==> src/rtl/axi4_burst_master.sv <==
// AXI4 INCR burst master: AMCI command/stream interface on one side, AXI4 on the other.
// Write and read channels run independently; commands that are illegal or cross a 4 KB page are rejected in IDLE.
module axi4_burst_master #(
    parameter int AXI_DATA_WIDTH = 32,
    parameter int AXI_ADDR_WIDTH = 32,
    parameter int MAX_BURST      = 256,
    parameter int AXI_ID         = 1
) (
    input  logic                        clk,
    input  logic                        resetn,
    // AMCI write side
    input  logic [AXI_ADDR_WIDTH-1:0]   AMCI_WADDR,
    input  logic [7:0]                  AMCI_WLEN,
    input  logic                        AMCI_WRITE,
    input  logic [AXI_DATA_WIDTH-1:0]   AMCI_WDATA,
    input  logic                        AMCI_WDVALID,
    output logic                        AMCI_WDREADY,
    output logic [1:0]                  AMCI_WRESP,
    output logic                        AMCI_WIDLE,
    // AMCI read side
    input  logic [AXI_ADDR_WIDTH-1:0]   AMCI_RADDR,
    input  logic [7:0]                  AMCI_RLEN,
    input  logic                        AMCI_READ,
    output logic [AXI_DATA_WIDTH-1:0]   AMCI_RDATA,
    output logic                        AMCI_RDVALID,
    output logic                        AMCI_RDLAST,
    input  logic                        AMCI_RDREADY,
    output logic [1:0]                  AMCI_RRESP,
    output logic                        AMCI_RIDLE,
    // AXI write address
    output logic [3:0]                  AXI_AWID,
    output logic [AXI_ADDR_WIDTH-1:0]   AXI_AWADDR,
    output logic [7:0]                  AXI_AWLEN,
    output logic [2:0]                  AXI_AWSIZE,
    output logic [1:0]                  AXI_AWBURST,
    output logic                        AXI_AWLOCK,
    output logic [3:0]                  AXI_AWCACHE,
    output logic [3:0]                  AXI_AWQOS,
    output logic [2:0]                  AXI_AWPROT,
    output logic                        AXI_AWVALID,
    input  logic                        AXI_AWREADY,
    // AXI write data / response
    output logic [AXI_DATA_WIDTH-1:0]   AXI_WDATA,
    output logic [AXI_DATA_WIDTH/8-1:0] AXI_WSTRB,
    output logic                        AXI_WLAST,
    output logic                        AXI_WVALID,
    input  logic                        AXI_WREADY,
    input  logic [1:0]                  AXI_BRESP,
    input  logic                        AXI_BVALID,
    output logic                        AXI_BREADY,
    // AXI read address
    output logic [3:0]                  AXI_ARID,
    output logic [AXI_ADDR_WIDTH-1:0]   AXI_ARADDR,
    output logic [7:0]                  AXI_ARLEN,
    output logic [2:0]                  AXI_ARSIZE,
    output logic [1:0]                  AXI_ARBURST,
    output logic                        AXI_ARLOCK,
    output logic [3:0]                  AXI_ARCACHE,
    output logic [3:0]                  AXI_ARQOS,
    output logic [2:0]                  AXI_ARPROT,
    output logic                        AXI_ARVALID,
    input  logic                        AXI_ARREADY,
    // AXI read data
    input  logic [AXI_DATA_WIDTH-1:0]   AXI_RDATA,
    input  logic [1:0]                  AXI_RRESP,
    input  logic                        AXI_RLAST,
    input  logic                        AXI_RVALID,
    output logic                        AXI_RREADY,
    // FSM state observation
    output logic [1:0]                  wr_state_dbg,
    output logic                        rd_state_dbg
);
    localparam int BYTES = AXI_DATA_WIDTH / 8;
    localparam int SIZE  = $clog2(BYTES);
    localparam logic [AXI_ADDR_WIDTH-1:0] ALIGN_MASK = ~AXI_ADDR_WIDTH'(BYTES - 1);

    // Handshake rule on every channel: a beat transfers on a rising clk edge where valid and ready are both high.

    // True when the burst is too long or its last byte lands in the next 4 KB page.
    function automatic logic cmd_bad(input logic [11:0] off, input logic [7:0] len);
        logic [31:0] start_off;
        logic [31:0] span;
        start_off = 32'(off) & ~32'(BYTES - 1);
        span      = (32'(len) + 32'd1) << SIZE;
        return (32'(len) > 32'(MAX_BURST - 1)) || (start_off + span > 32'd4096);
    endfunction

    assign AXI_AWID    = 4'(AXI_ID);
    assign AXI_AWSIZE  = 3'(SIZE);
    assign AXI_AWBURST = 2'b01;
    assign AXI_AWLOCK  = 1'b0;
    assign AXI_AWCACHE = 4'd2;
    assign AXI_AWQOS   = 4'd0;
    assign AXI_AWPROT  = 3'd0;
    assign AXI_WSTRB   = '1;
    assign AXI_ARID    = 4'(AXI_ID);
    assign AXI_ARSIZE  = 3'(SIZE);
    assign AXI_ARBURST = 2'b01;
    assign AXI_ARLOCK  = 1'b0;
    assign AXI_ARCACHE = 4'd2;
    assign AXI_ARQOS   = 4'd0;
    assign AXI_ARPROT  = 3'd0;

    typedef enum logic [1:0] {W_IDLE, W_ADDR_DATA, W_RESP} wr_state_t;
    typedef enum logic {R_IDLE, R_ACTIVE} rd_state_t;

    wr_state_t  wr_state;
    logic       aw_done;
    logic       w_done;
    logic [7:0] w_cnt;
    logic       w_active;
    logic       aw_hs;
    logic       w_hs;
    logic       w_last_hs;

    assign w_active     = (wr_state == W_ADDR_DATA) && !w_done;
    assign AXI_WDATA    = AMCI_WDATA;
    assign AXI_WVALID   = w_active && AMCI_WDVALID;
    assign AMCI_WDREADY = w_active && AXI_WREADY;
    assign AXI_WLAST    = (w_cnt == AXI_AWLEN);
    assign aw_hs        = AXI_AWVALID && AXI_AWREADY;
    assign w_hs         = AXI_WVALID && AXI_WREADY;
    assign w_last_hs    = w_hs && AXI_WLAST;
    assign AMCI_WIDLE   = (wr_state == W_IDLE) && !AMCI_WRITE;
    assign wr_state_dbg = wr_state;

    always_ff @(posedge clk) begin
        if (!resetn) begin
            wr_state    <= W_IDLE;
            AXI_AWVALID <= 1'b0;
            AXI_AWADDR  <= '0;
            AXI_AWLEN   <= '0;
            AXI_BREADY  <= 1'b0;
            AMCI_WRESP  <= 2'b00;
            aw_done     <= 1'b0;
            w_done      <= 1'b0;
            w_cnt       <= '0;
        end else begin
            case (wr_state)
                W_IDLE: begin
                    if (AMCI_WRITE) begin
                        if (cmd_bad(AMCI_WADDR[11:0], AMCI_WLEN)) begin
                            AMCI_WRESP <= 2'b10;
                        end else begin
                            AXI_AWADDR  <= AMCI_WADDR & ALIGN_MASK;
                            AXI_AWLEN   <= AMCI_WLEN;
                            AXI_AWVALID <= 1'b1;
                            aw_done     <= 1'b0;
                            w_done      <= 1'b0;
                            w_cnt       <= '0;
                            wr_state    <= W_ADDR_DATA;
                        end
                    end
                end
                W_ADDR_DATA: begin
                    if (aw_hs) begin
                        AXI_AWVALID <= 1'b0;
                        aw_done     <= 1'b1;
                    end
                    if (w_hs)      w_cnt  <= w_cnt + 8'd1;
                    if (w_last_hs) w_done <= 1'b1;
                    // AW and the last W beat may complete in either order or together.
                    if ((aw_done || aw_hs) && (w_done || w_last_hs)) begin
                        AXI_BREADY <= 1'b1;
                        wr_state   <= W_RESP;
                    end
                end
                W_RESP: begin
                    if (AXI_BVALID) begin
                        AMCI_WRESP <= AXI_BRESP;
                        AXI_BREADY <= 1'b0;
                        wr_state   <= W_IDLE;
                    end
                end
                default: wr_state <= W_IDLE;
            endcase
        end
    end

    rd_state_t  rd_state;
    logic [1:0] rd_acc;
    logic [1:0] rd_worst;
    logic       rd_active;
    logic       r_hs;

    assign rd_active    = (rd_state == R_ACTIVE);
    assign AMCI_RDATA   = AXI_RDATA;
    assign AMCI_RDVALID = rd_active && AXI_RVALID;
    assign AMCI_RDLAST  = rd_active && AXI_RLAST;
    assign AXI_RREADY   = rd_active && AMCI_RDREADY;
    assign r_hs         = AXI_RVALID && AXI_RREADY;
    assign rd_worst     = (AXI_RRESP > rd_acc) ? AXI_RRESP : rd_acc;
    assign AMCI_RIDLE   = (rd_state == R_IDLE) && !AMCI_READ;
    assign rd_state_dbg = rd_state;

    always_ff @(posedge clk) begin
        if (!resetn) begin
            rd_state    <= R_IDLE;
            AXI_ARVALID <= 1'b0;
            AXI_ARADDR  <= '0;
            AXI_ARLEN   <= '0;
            AMCI_RRESP  <= 2'b00;
            rd_acc      <= 2'b00;
        end else begin
            case (rd_state)
                R_IDLE: begin
                    if (AMCI_READ) begin
                        if (cmd_bad(AMCI_RADDR[11:0], AMCI_RLEN)) begin
                            AMCI_RRESP <= 2'b10;
                        end else begin
                            AXI_ARADDR  <= AMCI_RADDR & ALIGN_MASK;
                            AXI_ARLEN   <= AMCI_RLEN;
                            AXI_ARVALID <= 1'b1;
                            rd_acc      <= 2'b00;
                            rd_state    <= R_ACTIVE;
                        end
                    end
                end
                R_ACTIVE: begin
                    if (AXI_ARVALID && AXI_ARREADY) AXI_ARVALID <= 1'b0;
                    // RLAST alone ends the burst; the worst response seen is sticky.
                    if (r_hs) begin
                        rd_acc <= rd_worst;
                        if (AXI_RLAST) begin
                            AMCI_RRESP <= rd_worst;
                            rd_state   <= R_IDLE;
                        end
                    end
                end
                default: rd_state <= R_IDLE;
            endcase
        end
    end
endmodule

==> config.mk <==
export PLATFORM = sky130hd
export DESIGN_NAME = axi4_burst_master
export DESIGN_NICKNAME = d
export VERILOG_FILES = /design/src/rtl/axi4_burst_master.sv
export SDC_FILE = /design/constraint.sdc
export NUM_CORES = 1
export LEC_CHECK = 0
export CELL_PAD_IN_SITES_DETAIL_PLACEMENT = 0
export CELL_PAD_IN_SITES_GLOBAL_PLACEMENT = 1
export CORE_MARGIN = 2
export CORE_UTILIZATION = 27
export DETAILED_ROUTE_END_ITERATION = 10
export MAX_ROUTING_LAYER = met4
export PLACE_DENSITY = 0.9
export SYNTH_ARGS = -nofsm -noshare
export SYNTH_HDL_FRONTEND = slang
export SYNTH_SLANG_ARGS = --single-unit
export TNS_END_PERCENT = 20
==> constraint.sdc <==
create_clock -name clk -period 3.85 [get_ports clk]
set_input_delay 0.77 -clock clk [delete_from_list [all_inputs] [get_ports clk]]
set_output_delay 0.77 -clock clk [all_outputs]
set_load 0.01 [all_outputs]
==> results.json <==
{
  "status": "completed",
  "cap_violations": 0,
  "min_period_ns": 3.73,
  "min_from": "AXI_AWADDR[4]",
  "finalNetCount": 1099,
  "synthArstFlopShare": 0,
  "fin_crit_sh": 0.969,
  "crit_arrival_ns": 4.00,
  "drt_iter0_drc": 239,
  "syn_to_final_growth_pct": 39.9,
  "critPathKind": "in2reg",
  "htree_levels": 3,
  "clk_path_buf_depth": 2,
  "clock.fmax_mhz": 268,
  "die_h_um": 156,
  "seqPwrFrac": 0.370,
  "synthDistinctLibCells": 60,
  "start_kind": "input pin",
  "cts_buffers": 9,
  "worst_pin_slew_ns": 0.741,
  "r2r_cells": 6,
  "avgRoutedWirePerCell_um": 14.3,
  "holdPathEnd": "AXI_AWADDR[4]",
  "die_w_um": 156,
  "syn_avg_cell_area_um2": 8.38,
  "rsz0062_at_grt": "no",
  "yosysSeqAreaShare": 0.315,
  "globalplace.congestion": 0.807,
  "rr_endpoint": "w_cnt[5]",
  "cts_num_sinks": 98,
  "ys_warn_count": 0,
  "rows": 55,
  "antenna_found_initial": 0,
  "clock_latency_ns": 0.34,
  "ios": 368,
  "n_antenna_cell": 0,
  "cts_tree": "yes",
  "synthCells": 744,
  "route.detailed.drc": 0,
  "synth-seq-cells": 98,
  "drt-total-wl_mm": 17.2,
  "drtAntennaViolNets": 0,
  "r2r_slack_ns": 1.52,
  "powerDensity_nw_per_um2": 350,
  "cp_slowest_stage_delay_ns": 0.53,
  "synthTopCellsByCount": "nand2_1, buf_4, dfxtp_1, mux2i_1, ha_1",
  "drive_gt1_frac": 0.118,
  "clkPwrFrac": 0.353,
  "synth.area.top_cells": "dfxtp_1, buf_4, mux2i_1",
  "switching_power_mw": 0.859,
  "synth_top_area_share": 0.315,
  "fin_area_um2": 8720,
  "placed_area_um2": 8080,
  "hold_viol_final": 0,
  "cp.required_ns": 4.12,
  "grt_pass1_wl_mm": 25.5,
  "synthesis.area_um2": 6230,
  "holdPathStages": 2,
  "final-setup-viol-count": 0,
  "yosysMostFrequentCell": "nand2_1",
  "netlist.top_cell.by_area": "dfxtp_1",
  "core_region_area_um2": 22600,
  "die-area_um2": 24300,
  "viasPerCell": 4.51,
  "drt-pass1-iter-count": 4,
  "ir_worst_vdd_v": 0.000163,
  "grt_max_degree": 73,
  "cts_hold_buf": 0,
  "p_int_mw": 2.19,
  "swShare": 0.281,
  "clock_skew_ns": 0.00751,
  "io_buffers": 185,
  "grt.overflow.total": 0,
  "num_vias": 5414,
  "timing.rr.start": "wr_state_dbg[0]",
  "crit_slowest_cell": "clkdlybuf4s50_1",
  "cp_max_fo": 5,
  "grt_pass1_vias": 5205,
  "grt_usage": 0.133,
  "dpl.hpwl_mm": 12.1,
  "hold_class": "reg2reg",
  "end_kind": "flip-flop",
  "post-route-util": 0.385,
  "synth_edf_count": 0,
  "fill_cells": 2258,
  "path_clk_slew_ns": 0.07,
  "slew_headroom": 0.506,
  "p_leak_nw": 3.77,
  "cp_cell_sequence": "clkdlybuf4s50_1, nand3_1, xnor2_1, ha_1, and3_4, or3_1, a211oi_1, nand4_1, or3_4, a21oi_4, buf_6, buf_12, mux2i_1",
  "initial_core_util": 0.275,
  "clockRootBuffer": "clkbuf_16",
  "combPwrFrac": 0.277,
  "finalMaxSlewViolations": 0,
  "synth_ff_type": "dfxtp_1"
}
## flip-flops by register name, indices dropped and copies added, names as in the netlist, 2 cells and up
name	cells
AXI_ARADDR	30
AXI_AWADDR	30
AXI_ARLEN	8
AXI_AWLEN	8
w_cnt	8
AMCI_RRESP	2
AMCI_WRESP	2
rd_acc	2
wr_state_dbg	2
## per-stage QoR
stage          TNS, ns  hold slack, ns  setup WS [ns]  cells  total power [mW]
2_1_floorplan        0           0.479          0.418    792              1.64
3_3_place_gp    -22.88           0.441         -0.307   1171              1.92
3_5_place_dp    -26.90           0.447         -0.371   1171              1.93
4_1_cts              0           0.459        0.00330   1187              3.04
5_1_grt              0           0.467        0.00340   1201              3.22
6_report             0           0.455          0.118   1201              3.05
## repair_timing
| item | in CTS | in global routing |
|---|---|---|
| resized for setup | 0 | 17 |
| endpoints found under the setup margin | 1 | 81 |
| pin swaps | 1 | 7 |
| gates cloned | 0 | 10 |
| setup buffers | 0 | 4 |
| endpoints found under the hold margin | 0 | 0 |
## critical path: cells and delay by family
| kind | cells | cell delay [ns] |
|---|---|---|
| muxes | 1 | 0.19 |
| buffers and inverters | 3 | 0.86 |
| AOI/OAI and AO/OA | 2 | 0.45 |
| adders and majority gates | 1 | 0.29 |
| xor gates and xnor gates | 1 | 0.23 |
| and+or+nand+nor | 5 | 1.19 |
## cells in the final DEF, fill, tap and decap left out, types with 11 or more instances in the layout
cell and instances:
a21oi_1 13, clkdlybuf4s50_1 177, nor2_1 21, and3_1 11, buf_4 54, ha_1 25
xnor2_1 12, xor2_1 13, clkbuf_16 16, nand3_1 12, dfxtp_1 98, mux2i_1 78
o21a_1 13, conb_1 50, inv_1 11, nand2_1 174
## power by group through the flow
stage	clock, mW	combinational (mW)	sequential, mW
floorplan	0	0.469	1.17
global placement	0	0.767	1.15
detailed placement	0	0.775	1.15
CTS	1.13	0.779	1.13
global route	1.16	0.921	1.14
finish	1.08	0.846	1.13
## cell type report
class | instances | area (um^2) | share of cell area
Multi-Input combinational cell | 536 | 3420 | 0.392
Timing Repair Buffer | 255 | 2590 | 0.297
Sequential cell | 98 | 1960 | 0.225
Tap cell | 285 | 357 | 0.0409
Clock buffer | 9 | 225 | 0.0258
Clock inverter | 7 | 121 | 0.0139
Inverter | 11 | 41.3 | 0.00474
## metal layers
| layer | vias up | wire length [um] | GRT usage |
|---|---|---|---|
| met3 | 38 | 1110 | 0.0342 |
| met2 | 205 | 8170 | 0.219 |
| met5 | - | 0 | - |
| met4 | 0 | 412 | 0.0419 |
| li1 | 2686 | - | - |
| met1 | 2485 | 7500 | 0.158 |
## logic make-up after synthesis
family,share of synthesized area
multiplexers,0.125
XOR/XNOR,0.0351
other,0.00120
flip-flops,0.315
AND/OR/NAND/NOR,0.198
adder cells (fa/ha/maj),0.0586
AO/OA/AOI/OAI,0.0977
buffers and inverters,0.169
## how the worst max path moves through the flow
| stage | startpoint | end | slack [ns] | cells past startpoint |
|---|---|---|---|---|
| CTS | AMCI_WLEN[0] | AXI_AWADDR[6] | 0.003 | 11 |
| finish | AMCI_WLEN[2] | AXI_AWADDR[6] | 0.12 | 13 |
| global placement | AMCI_WLEN[0] | AXI_AWADDR[30] | -0.31 | 11 |
| detailed placement | AMCI_WLEN[0] | AXI_AWADDR[6] | -0.37 | 11 |
| floorplan | AMCI_WLEN[0] | AXI_AWADDR[10] | 0.42 | 10 |
| global route | AMCI_WLEN[4] | AXI_AWADDR[13] | 0.003 | 14 |
Power figures use the tool's default switching activity.
==> patch, RTL diff (same flow settings) <==
Register the output `wr_state_dbg` once more; this adds one clock of latency there. The other outputs are not delayed to match.
--- a/src/rtl/axi4_burst_master.sv
+++ b/src/rtl/axi4_burst_master.sv
@@ -124,3 +124,5 @@
     assign AMCI_WIDLE   = (wr_state == W_IDLE) && !AMCI_WRITE;
-    assign wr_state_dbg = wr_state;
+    always_ff @(posedge clk) begin
+        wr_state_dbg <= wr_state;
+    end
 
Formal check against the unedited RTL: not equivalent (a bounded check fails within 4 cycles, from zero or initial values and one cycle with resetn low).
==> patch against the original RTL <==
Routed wire length fell by 3.5%; combinational power is 7.7% lower; worst setup slack better by 0.061 ns; power fell by 5.7%; sequential cell count increased by 2; synthesized cell count down 0.27%; cell area decreased by 3.2%; first-iteration DRC count fell by 26%; hold slack barely moved; area after synthesis up 1.1%; critical path type unchanged; critical endpoint is now AXI_ARLEN[3]; highest routed layer unchanged.
==> patch: results <==
export IMPL_status="finished clean"
export IMPL_yosysSeqAreaShare_pct=31.8
export IMPL_first_global_vias=5016
export IMPL_wirelength_um=16600
export IMPL_reg2reg_slack_ns=1.48
export IMPL_crit_reg2reg_launch="wr_state[0]"
export IMPL_post_place_ws_ns=-0.503
export IMPL_synthCells=742
export IMPL_cp_data_arrival_time_ns=3.94
export IMPL_yosysUniqueCellTypes=63
export IMPL_timing_fmax_mhz=272
export IMPL_leakage_uw=0.00346
export IMPL_fin_cells=1203
export IMPL_grt_total_usage_pct=13.1
export IMPL_vias_per_cell=4.34
export IMPL_cp_max_fo=16
export IMPL_grt_first_pass_wirelength_um=24900
export IMPL_dp_hpwl_um=12400
export IMPL_reg2reg_to="w_cnt[0]"
export IMPL_drive_gt1_share_pct=9.78
export IMPL_cp_endpoint="AXI_ARLEN[3]"
export IMPL_hold_slack_ns=0.455
export IMPL_cts_resized=1
export IMPL_drtIter0Drc=176
export IMPL_dpl_cell_area_um2=8030
export IMPL_synthTopCellsByCount="nand2_1, buf_4, dfxtp_1, mux2i_1, ha_1"
export IMPL_gp_congestion=0.855
export IMPL_max_vdd_ir_drop_mv=0.196
## patch: cell types whose count changed in the layout (fill, tap and decap cells not counted), moves of 7 or more
cell | before | now
mux2i_1 | 78 | 85
o21a_1 | 13 | 5
xnor2_1 | 12 | 22
buf_4 | 54 | 43
a21oi_1 | 13 | 23
xor2_1 | 13 | 6
nor3b_1 | 9 | 0
## patch: area by class of cell
class / instances / area (um^2)
well taps: 313 / 392
clock buffers: 11 / 253
inverters: 16 / 60.1
flip-flops and latches: 100 / 2000
clock inverters: 3 / 46.3
multi-input cells: 528 / 3410
fillers: 2307 / 14300
repair buffers: 232 / 2280
## patch: critical path, stage by stage
cell and delay, ns:
clkdlybuf4s50_1 0.51, and3_1 0.16, nand3_1 0.12, or2_2 0.33
xnor2_1 0.13, ha_1 0.22, or3_1 0.31, o211ai_1 0.14
xnor2_1 0.12, o311ai_2 0.24, buf_4 0.17, nor2b_4 0.26
clkbuf_16 0.26, mux2i_1 0.19
## patch: metal layers
metal | vias up | GRT usage, % | routed length, um
met4 | 0 | 3.71 | 246
met2 | 185 | 22.4 | 8040
met1 | 2415 | 15.3 | 7270
met5 | - | - | 0
met3 | 21 | 3.30 | 1030
li1 | 2597 | - | -
## patch: logic make-up (layout without fill, tap and decap cells)
family | Yosys count | in the layout | share of synthesized area [%]
AND/OR/NAND/NOR | 261 | 261 | 18.1
buffers and inverters | 162 | 262 | 17.7
flip-flops | 100 | 100 | 31.8
multiplexers | 86 | 86 | 13.7
AO/OA/AOI/OAI | 73 | 73 | 8.44
XOR/XNOR | 30 | 30 | 4.41
adder cells (fa/ha/maj) | 28 | 28 | 5.80
other | 2 | 50 | 0.119
## patch: power breakdown
part	internal, uW	switching, uW
Clock	536	416
Sequential	1100	47.6
Combinational	423	358
